**src/rtl/pipe_adder_pkg.sv**
```systemverilog
// -----------------------------------------------------------------------------
// pipe_adder_pkg
// Shared types and helpers for the carry-pipelined adder/subtractor.
//   op_e      : operation select (OP_ADD / OP_SUB), matches sub_i encoding
//   chunk_w   : bits added per pipeline slice (WIDTH / STAGES)
//   stages_ok : elaboration-time legality check of the WIDTH/STAGES pair
// -----------------------------------------------------------------------------
package pipe_adder_pkg;

   typedef enum logic {
      OP_ADD = 1'b0,
      OP_SUB = 1'b1
   } op_e;

   // Guarded against STAGES=0 so elaboration reaches the legality check
   // instead of dying on a divide by zero.
   function automatic int chunk_w(input int width, input int stages);
      return (stages > 0) ? (width / stages) : 1;
   endfunction

   function automatic bit stages_ok(input int width, input int stages);
      return (stages >= 1) && (stages <= width) && ((width % stages) == 0);
   endfunction

endpackage

```
**src/rtl/pipe_adder_if.sv**
```systemverilog
// -----------------------------------------------------------------------------
// pipe_adder_if
// Handshake and data bundle of pipe_adder.
//   valid_i/ready_o : operand transfer   (a_i, b_i, carry_i, sub_i)
//   valid_o/ready_i : result transfer    (sum_o, carry_o[, ovf_o])
// Signal names keep the adder's point of view: *_i are driven by the
// upstream/downstream master, *_o by the adder.
// Optional macro PIPE_ADDER_OVF_EN adds ovf_o (signed overflow).
// Modports: slave = adder side, master = environment side.
// -----------------------------------------------------------------------------
interface pipe_adder_if #(
   parameter int WIDTH = 32
);
   logic             valid_i;
   logic             ready_o;
   logic [WIDTH-1:0] a_i;
   logic [WIDTH-1:0] b_i;
   logic             carry_i;
   logic             sub_i;
   logic             valid_o;
   logic             ready_i;
   logic [WIDTH-1:0] sum_o;
   logic             carry_o;
`ifdef PIPE_ADDER_OVF_EN
   logic             ovf_o;

   modport slave (
      input  valid_i, a_i, b_i, carry_i, sub_i, ready_i,
      output ready_o, valid_o, sum_o, carry_o, ovf_o
   );
   modport master (
      output valid_i, a_i, b_i, carry_i, sub_i, ready_i,
      input  ready_o, valid_o, sum_o, carry_o, ovf_o
   );
`else
   modport slave (
      input  valid_i, a_i, b_i, carry_i, sub_i, ready_i,
      output ready_o, valid_o, sum_o, carry_o
   );
   modport master (
      output valid_i, a_i, b_i, carry_i, sub_i, ready_i,
      input  ready_o, valid_o, sum_o, carry_o
   );
`endif
endinterface

```
**src/rtl/pipe_adder_slice.sv**
```systemverilog
// -----------------------------------------------------------------------------
// adder_slice
// Combinational CHUNK-bit adder used once per pipeline stage.
//   a_i, b_i    : slice operands (b_i already inverted for subtract)
//   carry_i     : carry into the slice LSB
//   sum_o       : slice sum
//   carry_o     : carry out of the slice MSB
//   msb_carry_o : carry into the slice MSB (only with PIPE_ADDER_OVF_EN)
// -----------------------------------------------------------------------------
module adder_slice #(
   parameter int CHUNK = 8
) (
   input  logic [CHUNK-1:0] a_i,
   input  logic [CHUNK-1:0] b_i,
   input  logic             carry_i,
   output logic [CHUNK-1:0] sum_o,
`ifdef PIPE_ADDER_OVF_EN
   output logic             msb_carry_o,
`endif
   output logic             carry_o
);
   logic [CHUNK:0] w_full;

   assign w_full  = {1'b0, a_i} + {1'b0, b_i} + {{CHUNK{1'b0}}, carry_i};
   assign sum_o   = w_full[CHUNK-1:0];
   assign carry_o = w_full[CHUNK];
`ifdef PIPE_ADDER_OVF_EN
   // Carry that entered the MSB is recovered from its sum bit: s = a ^ b ^ c.
   assign msb_carry_o = w_full[CHUNK-1] ^ a_i[CHUNK-1] ^ b_i[CHUNK-1];
`endif
endmodule

```
**src/rtl/pipe_adder.sv**
```systemverilog
// -----------------------------------------------------------------------------
// pipe_adder
// WIDTH-bit adder/subtractor split into STAGES carry-pipelined slices of
// CHUNK = WIDTH/STAGES bits. Slice k is added in stage k using the carry
// registered by stage k-1; lower result slices ride along unchanged so the
// full sum is aligned at the last stage. Latency STAGES, throughput 1/cycle.
// Ports:
//   clk_i : clock, rising edge
//   rst_i : asynchronous active-high reset (clears all pipeline state)
//   bus   : pipe_adder_if.slave (valid/ready in, operands, valid/ready out,
//           sum_o, carry_o, and ovf_o when PIPE_ADDER_OVF_EN is defined)
// Optional macro PIPE_ADDER_OVF_EN: adds registered signed-overflow ovf_o.
// -----------------------------------------------------------------------------
module pipe_adder
   import pipe_adder_pkg::*;
#(
   parameter int WIDTH  = 32,
   parameter int STAGES = 4
) (
   input  logic         clk_i,
   input  logic         rst_i,
   pipe_adder_if.slave  bus
);
   localparam int CHUNK = chunk_w(WIDTH, STAGES);

   generate
      if (!stages_ok(WIDTH, STAGES)) begin : g_bad_cfg
         $error("pipe_adder: STAGES must divide WIDTH and lie in 1..WIDTH");
      end
   endgenerate

   op_e              w_op;
   logic [WIDTH-1:0] w_b_eff;
   logic             w_cin;
   logic             w_adv;

   // Per-slice adder connections
   logic [CHUNK-1:0] w_sa [STAGES];
   logic [CHUNK-1:0] w_sb [STAGES];
   logic [CHUNK-1:0] w_ss [STAGES];
   logic             w_sc [STAGES];
   logic             w_co [STAGES];
`ifdef PIPE_ADDER_OVF_EN
   logic             w_msb [STAGES];
   logic             r_ovf;
`endif

   // Pipeline registers, index = stage
   logic             r_vld   [STAGES];
   logic             r_carry [STAGES];
   logic [WIDTH-1:0] r_a     [STAGES];
   logic [WIDTH-1:0] r_b     [STAGES];
   logic [WIDTH-1:0] r_sum   [STAGES];

   // Subtract is A + ~B + 1; carry_i is ignored in that case.
   assign w_op    = op_e'(bus.sub_i);
   assign w_b_eff = (w_op == OP_SUB) ? ~bus.b_i : bus.b_i;
   assign w_cin   = (w_op == OP_SUB) ? 1'b1 : bus.carry_i;

   // Whole pipeline moves in lockstep; it only freezes when the output
   // holds a result that downstream refuses.
   assign w_adv       = !r_vld[STAGES-1] || bus.ready_i;
   assign bus.ready_o = w_adv;

   genvar k;
   generate
      for (k = 0; k < STAGES; k++) begin : g_slice
         if (k == 0) begin : g_first
            assign w_sa[k] = bus.a_i[CHUNK-1:0];
            assign w_sb[k] = w_b_eff[CHUNK-1:0];
            assign w_sc[k] = w_cin;
         end else begin : g_next
            assign w_sa[k] = r_a[k-1][k*CHUNK +: CHUNK];
            assign w_sb[k] = r_b[k-1][k*CHUNK +: CHUNK];
            assign w_sc[k] = r_carry[k-1];
         end

         adder_slice #(
            .CHUNK (CHUNK)
         ) u_slice (
            .a_i         (w_sa[k]),
            .b_i         (w_sb[k]),
            .carry_i     (w_sc[k]),
            .sum_o       (w_ss[k]),
`ifdef PIPE_ADDER_OVF_EN
            .msb_carry_o (w_msb[k]),
`endif
            .carry_o     (w_co[k])
         );
      end
   endgenerate

   always_ff @(posedge clk_i or posedge rst_i) begin
      if (rst_i) begin
         for (int i = 0; i < STAGES; i++) begin
            r_vld[i]   <= 1'b0;
            r_carry[i] <= 1'b0;
            r_a[i]     <= '0;
            r_b[i]     <= '0;
            r_sum[i]   <= '0;
         end
`ifdef PIPE_ADDER_OVF_EN
         r_ovf <= 1'b0;
`endif
      end else if (w_adv) begin
         // Stage 0: capture operands (B pre-inverted) and add slice 0.
         // Without an input transfer a bubble enters (ready_o is 1 here).
         r_vld[0]              <= bus.valid_i;
         r_a[0]                <= bus.a_i;
         r_b[0]                <= w_b_eff;
         r_carry[0]            <= w_co[0];
         r_sum[0]              <= '0;
         r_sum[0][CHUNK-1:0]   <= w_ss[0];
         // Stage i: add slice i with the carry from stage i-1, pass the
         // lower slices through unchanged.
         for (int i = 1; i < STAGES; i++) begin
            r_vld[i]                  <= r_vld[i-1];
            r_a[i]                    <= r_a[i-1];
            r_b[i]                    <= r_b[i-1];
            r_carry[i]                <= w_co[i];
            r_sum[i]                  <= r_sum[i-1];
            r_sum[i][i*CHUNK +: CHUNK] <= w_ss[i];
         end
`ifdef PIPE_ADDER_OVF_EN
         // Signed overflow: carry into the MSB differs from carry out.
         r_ovf <= w_msb[STAGES-1] ^ w_co[STAGES-1];
`endif
      end
   end

   assign bus.valid_o = r_vld[STAGES-1];
   assign bus.sum_o   = r_sum[STAGES-1];
   assign bus.carry_o = r_carry[STAGES-1];
`ifdef PIPE_ADDER_OVF_EN
   assign bus.ovf_o   = r_ovf;
`endif

endmodule

```
**src/flat_wrapper.sv**
```systemverilog
// flat-port wrapper written by rule: the top's interface ports become plain ports
module pipe_adder_flat import pipe_adder_pkg::*;
#(
   parameter int WIDTH  = 32,
   parameter int STAGES = 4
)
  (clk_i, rst_i, bus_valid_i, bus_a_i, bus_b_i, bus_carry_i, bus_sub_i, bus_ready_i, bus_ready_o, bus_valid_o, bus_sum_o, bus_carry_o);
  pipe_adder_if #(.WIDTH(WIDTH)) bus_i ();
  input  logic clk_i;
  input  logic rst_i;
  input wire logic [$bits(bus_i.valid_i)-1:0] bus_valid_i;
  input wire logic [$bits(bus_i.a_i)-1:0] bus_a_i;
  input wire logic [$bits(bus_i.b_i)-1:0] bus_b_i;
  input wire logic [$bits(bus_i.carry_i)-1:0] bus_carry_i;
  input wire logic [$bits(bus_i.sub_i)-1:0] bus_sub_i;
  input wire logic [$bits(bus_i.ready_i)-1:0] bus_ready_i;
  output wire logic [$bits(bus_i.ready_o)-1:0] bus_ready_o;
  output wire logic [$bits(bus_i.valid_o)-1:0] bus_valid_o;
  output wire logic [$bits(bus_i.sum_o)-1:0] bus_sum_o;
  output wire logic [$bits(bus_i.carry_o)-1:0] bus_carry_o;
  assign bus_i.valid_i = bus_valid_i;
  assign bus_i.a_i = bus_a_i;
  assign bus_i.b_i = bus_b_i;
  assign bus_i.carry_i = bus_carry_i;
  assign bus_i.sub_i = bus_sub_i;
  assign bus_i.ready_i = bus_ready_i;
  assign bus_ready_o = bus_i.ready_o;
  assign bus_valid_o = bus_i.valid_o;
  assign bus_sum_o = bus_i.sum_o;
  assign bus_carry_o = bus_i.carry_o;
  pipe_adder #(.WIDTH(WIDTH), .STAGES(STAGES)) u_core (.clk_i(clk_i), .rst_i(rst_i), .bus(bus_i));
endmodule
```
**config.mk**
```make
export PLATFORM = sky130hd
export DESIGN_NAME = pipe_adder_flat
export DESIGN_NICKNAME = d
export VERILOG_FILES = /design/src/rtl/pipe_adder_pkg.sv /design/src/rtl/pipe_adder_if.sv /design/src/rtl/pipe_adder_slice.sv /design/src/rtl/pipe_adder.sv /design/src/flat_wrapper.sv
export SDC_FILE = /design/constraint.sdc
export NUM_CORES = 1
export LEC_CHECK = 0
export ABC_AREA = 1
export CELL_PAD_IN_SITES_DETAIL_PLACEMENT = 0
export CELL_PAD_IN_SITES_GLOBAL_PLACEMENT = 1
export CORE_ASPECT_RATIO = 0.6
export CORE_UTILIZATION = 39
export CTS_BUF_LIST = sky130_fd_sc_hd__clkbuf_4 sky130_fd_sc_hd__clkbuf_8
export CTS_CLUSTER_SIZE = 8
export DETAILED_ROUTE_END_ITERATION = 10
export GPL_TIMING_DRIVEN = 0
export PLACE_DENSITY_LB_ADDON = 0.1
export SYNTH_ARGS = -nofsm -noshare
export SYNTH_HDL_FRONTEND = slang
export SYNTH_SLANG_ARGS = --single-unit
```
**constraint.sdc**
```tcl
create_clock -name clk_i -period 5.55 [get_ports clk_i]
set_input_delay 0.8325 -clock clk_i [delete_from_list [all_inputs] [get_ports clk_i]]
set_output_delay 0.8325 -clock clk_i [all_outputs]
set_load 0.02 [all_outputs]
```
======== Yosys cells after proc, flatten, opt, wreduce, memory -nomap -nowiden ========
Index checks and enable logic that the tools add are counted.
word-level totals
  output and inout port bits .............. 35
  logic and storage cells ................. 31
  register bits after elaboration ......... 280
  input bits .............................. 70
operators by class
  multiplexer cells ....................... 2
  reductions and logical operators ........ 2
  $add $sub $neg .......................... 8
  bitwise logic cells ..................... 1
operators with widths
  kind              count
  $add 8x8->9       4
  $add 9x1->9       4
  $mux 32           1
  $not 32->32       1
  $logic_not 1->1   1
  $logic_or 1x1->1  1
  $mux 1            1

======== Logic depth before layout (Yosys ltp) ========
  word-level depth ........................ 4
  gate-level depth with buffers ........... 14
  depth with buffers taken out ............ 12

======== Hierarchy ========
A second synthesis with hierarchy kept.
second synthesis, totals
  cells, all modules ...................... 1097
  area total of the unflattened synthesis .. 9083.7 µm²
modules (own cells, without submodules)
  module                                        sequential area each (µm²)  instances  area an instance (µm²)  cells each
  pipe_adder                                    4604.4                      1          7548.5                  861
  adder_slice at u_core.g_slice[1].u_slice ...  0.0                         3          384.1                   59
  adder_slice at u_core.g_slice[0].u_slice      0.0                         1          382.9                   59

======== Least setup slack after synthesis ========
OpenSTA, ideal clock, no wires.
  path type ............................... input -> register
  from .................................... input bus_sub_i
  to ...................................... register u_core.r_sum[100] (netlist bit)
  setup slack ............................. 2.928 ns
  arrival time ............................ 2.540 ns
  stages on the path ...................... 13
  buffers on the path ..................... 2
  cell sequence ........................... buf_4 -> buf_4 -> or2_2 -> fa_1 -> inv_1 -> fa_1 -> inv_1 -> nand2_1 -> nand2_1 -> and2_1 -> nand2_1 -> nand2_1 -> o21ai_0
between the ends
  word-level cells in the longest chain between the ends .. 3
  elaborated cells on any way between the ends .. 4
  classes of those cells .................. 2 x add/sub; 2 x mux
ends and longest elaborated chain
  item                             line                    RTL
  from (decl)                      flat_wrapper.sv:15      input wire logic [$bits(bus_i.sub_i)-1:0] bus_sub_i;
  $mux 32                          pipe_adder.sv:57        assign w_b_eff = (w_op == OP_SUB) ? ~bus.b_i : bus.b_i;
  $add 8x8->9                      pipe_adder_slice.sv:24  assign w_full = {1'b0, a_i} + {1'b0, b_i} + {{CHUNK{1'b0}}, carry_i};
  $add 9x1->9 (*)                  pipe_adder_slice.sv:24
  to (signal, indexed assignment)  pipe_adder.sv:113       r_sum[0][CHUNK-1:0] <= w_ss[0];
  to (signal, indexed assignment)  pipe_adder.sv:121       r_sum[i] <= r_sum[i-1];
  to (signal, indexed assignment)  pipe_adder.sv:122       r_sum[i][i*CHUNK +: CHUNK] <= w_ss[i];
  to (decl)                        pipe_adder.sv:53        logic [WIDTH-1:0] r_sum [STAGES];
Mark *: on every way between the ends. The rest lies on a longest branch, timed or not.
A chain may end at the register's enable or synchronous reset.

======== Final worst setup path ========
  from .................................... input bus_ready_i
  to ...................................... output bus_ready_o
between the ends
  word-level cells in the longest chain between the ends .. 1
ends and longest elaborated chain
  item              line                RTL
  from (decl)       flat_wrapper.sv:16  input wire logic [$bits(bus_i.ready_i)-1:0] bus_ready_i;
  $logic_or 1x1->1  pipe_adder.sv:62    assign w_adv = !r_vld[STAGES-1] || bus.ready_i;
  to (decl)         flat_wrapper.sv:17  output wire logic [$bits(bus_i.ready_o)-1:0] bus_ready_o;
Every way passes these cells.

==> results by group <==
Cells and area
  – Antenna cells: 0
  – Most common cell after layout, fill and taps aside: nand2_1
  – Layout cell share with drive strength beyond 1: 0.100
  – Fillcell total: 2,166
  – Nets: 1,259
  – Finished Cell Area: 10,700 um2
  – Layout Cells excl Fill: 1,452
  – Layout area overhead: 21.6%
  – Util after Layout: 0.484
  – Most frequent cells in the layout: nand2_1, dfrtp_1, clkdlybuf4s50_1

Global routing
  – GRT Residual Overflow: 0
  – Largest net degree at the start of global routing: 40
  – GRT Total Usage: 0.212
  – First-pass GRT wire length: 36,900 um
  – Initial antenna violation count: 0
  – Vias in the first global route: 6,657

Floorplan
  – DIE HEIGHT: 118 um
  – Core Box Area: 22,000 um2
  – Rows: 42
  – Initial Util: 0.398
  – # IOs: 105
  – Die X: 195 um
  – DIE AREA: 23,100 um2

Critical path
  – CP Data Required Time: 4.72 ns
  – CP endpoint kind: output port
  – Reg-to-reg startpoint: u_core.r_a[104]$_DFFE_PP0P_
  – Crit path from: bus_ready_i
  – Worst Setup Start Kind: input port
  – Worst r2r path cells: 8
  – FF-to-FF setup slack: 3.15 ns
  – Crit path max fanout: 10
  – Crit Path Category: in2out
  – RR Endpoint: u_core.r_carry[2]$_DFFE_PP0P_
  – Worst Path Arrival: 2.54 ns

Routing
  – DR WL met2: 9200 um
  – Drt wl/cell: 15.5 um
  – DR DRC count: 0
  – Starting DRT DRC Count: 260
  – Metal1 wirelength: 12,500 um
  – Top routing layer in use: met4
  – Via/cell ratio: 4.64
  – First drt pass iteration count: 5
  – Via count: 6,744
  – Post-route antenna net violation count: 0
  – DR WL met3: 764 um
  – Final wirelength: 22,600 um

Logic synthesis
  – Synth Area per Inst: 8.54 um2
  – #FFs+latches synth: 184
  – Top_reg_cell synth: dfrtp_1
  – Mapped cell area: 8760 um2
  – FFs w/ async S/R, synth: 1.00
  – Post-synth EDFFs: 0
  – Syn nets: 1,132
  – Synth warn: 0
  – Syn Inst Count: 1,026
  – Register area share after synthesis: 0.526
  – Synth unique cells: 25
  – Synth area leader: dfrtp_1
  – Top cells by area, synth: dfrtp_1, nand2_1, ha_1
  – Top cell type's share of synthesized area: 0.526

CTS
  – Clock transition at path regs: 0.10 ns
  – # hold bufs at CTS: 0
  – H-tree depth: 4
  – CTS tree: yes
  – Setup bufs post-CTS: 0
  – Clk Latency, worst-skew pair: 0.47 ns
  – CTS root buffer: clkbuf_8
  – Cts bufs inserted: 17
  – CTS Buffer Depth: 2
  – Post-CTS Resized: 0
  – Total clock sinks: 184

Timing
  – Minimum clock period: 3.37 ns
  – Worst Tran Pin Value: 0.560 ns
  – Final Worst Setup Slack: 2.18 ns
  – Final period util: 0.607
  – Final setup viols: 0
  – Rel. slew slack: 0.622
  – Max Freq: 0.297 GHz
  – RSZ-0062 raised after global routing: no
  – Final Hold Viols: 0
  – Setup TNS: 0 ns
  – Slew Limit Fails: 0
  – Worst Skew: 0.0170 ns

Placed design
  – Placement-stage cell area: 10,300 um2
  – Placer Congestion: 0.760
  – Placement Setup Slack: 2.19 ns
  – # port buffers: 103
  – Detailed placer's ending HPWL: 17,000 um
  – # placed instances: 1,420

Hold path
  – Hold Path Class: reg2reg
  – Worst hold start: u_core.r_vld[1]$_DFFE_PP0P_
  – Hold path endpoint: u_core.bus.valid_o$_DFFE_PP0P_
  – Hold path cells: 2

Status
  – Status: complete, no violations

Pwr
  – Cell leakage power: 5.40 nW
  – Pwr Density: 545 nW/um2
  – Worst vdd ir: 0.000224 V

Flow run
  – Max-cap viol count: 0
-- synth_stat cells (13+ instances only) --
master and number:
ha_1 28, nand2_1 443, o21ai_0 70, a21oi_1 16
nor2_1 24, xnor2_1 25, o21ai_1 13, inv_1 70
dfrtp_1 184, buf_4 43, nand3_1 33, buf_2 28
-- kinds of logic (layout without fill, tap and decap cells) --
| logic type | Yosys count | count (layout) | share of synthesized area |
|---|---|---|---|
| buf+inv | 147 | 287 | 0.0863 |
| flops | 184 | 184 | 0.526 |
| simple gates | 519 | 519 | 0.234 |
| xor+xnor | 32 | 32 | 0.0320 |
| fa+ha+maj | 36 | 36 | 0.0583 |
| compound gates | 108 | 108 | 0.0633 |
-- routing by layer --
metal | vias up | GRT usage
li1 | 3413 | -
met1 | 3219 | 0.336
met2 | 101 | 0.295
met3 | 11 | 0.0430
met4 | 0 | 0.0399
met5 | - | 0
-- area by class of cell --
| cell class | count | area, um2 | share of cell area |
|---|---|---|---|
| timing repair buffer | 108 | 1130 | 0.106 |
| sequential | 184 | 4600 | 0.432 |
| multi-input combinational | 695 | 3400 | 0.319 |
| clock buffer | 22 | 284 | 0.0267 |
| buffer | 76 | 489 | 0.0459 |
| inverter | 71 | 270 | 0.0254 |
| tap | 286 | 358 | 0.0336 |
| clock inverter | 10 | 118 | 0.0110 |
-- flip-flops by register name (all words and copies together), names as in the netlist --
signal / count
u_core.r_a: 48
u_core.bus.carry_o: 1
u_core.bus.sum_o: 32
u_core.r_vld: 3
u_core.r_sum: 48
u_core.bus.valid_o: 1
u_core.r_carry: 3
u_core.r_b: 48
-- worst max-delay path, stage by stage --
cell             delay [ns]
clkdlybuf4s50_1        0.50
nor2_4                 0.07
inv_2                  0.06
buf_6                  0.11
buf_2                  0.29
clkdlybuf4s50_1        0.66
-- through the flow --
step	hold WS [ns]	total power, W
2_1_floorplan	0.423	0.00399
3_3_place_gp	0.438	0.00487
3_5_place_dp	0.438	0.00493
4_1_cts	0.452	0.00587
5_1_grt	0.485	0.00633
6_report	0.445	0.00581
-- power breakdown --
| group | total, W | internal (W) | switching (W) |
|---|---|---|---|
| logic | 0.00261 | 0.00110 | 0.00151 |
| clock network | 0.000934 | 0.000441 | 0.000493 |
| registers | 0.00227 | 0.00193 | 0.000333 |
| total | 0.00581 | 0.00347 | 0.00234 |
-- worst max path at each step --
stage / to / depth (start not counted)
floorplan: u_core.bus.carry_o$_DFFE_PP0P_ / 1
global placement: u_core.r_sum[102]$_DFFE_PP0P_ / 2
detailed placement: bus_ready_o / 6
CTS: bus_ready_o / 6
global route: bus_ready_o / 6
finish: bus_ready_o / 6
(Power assumes the default switching activity.)
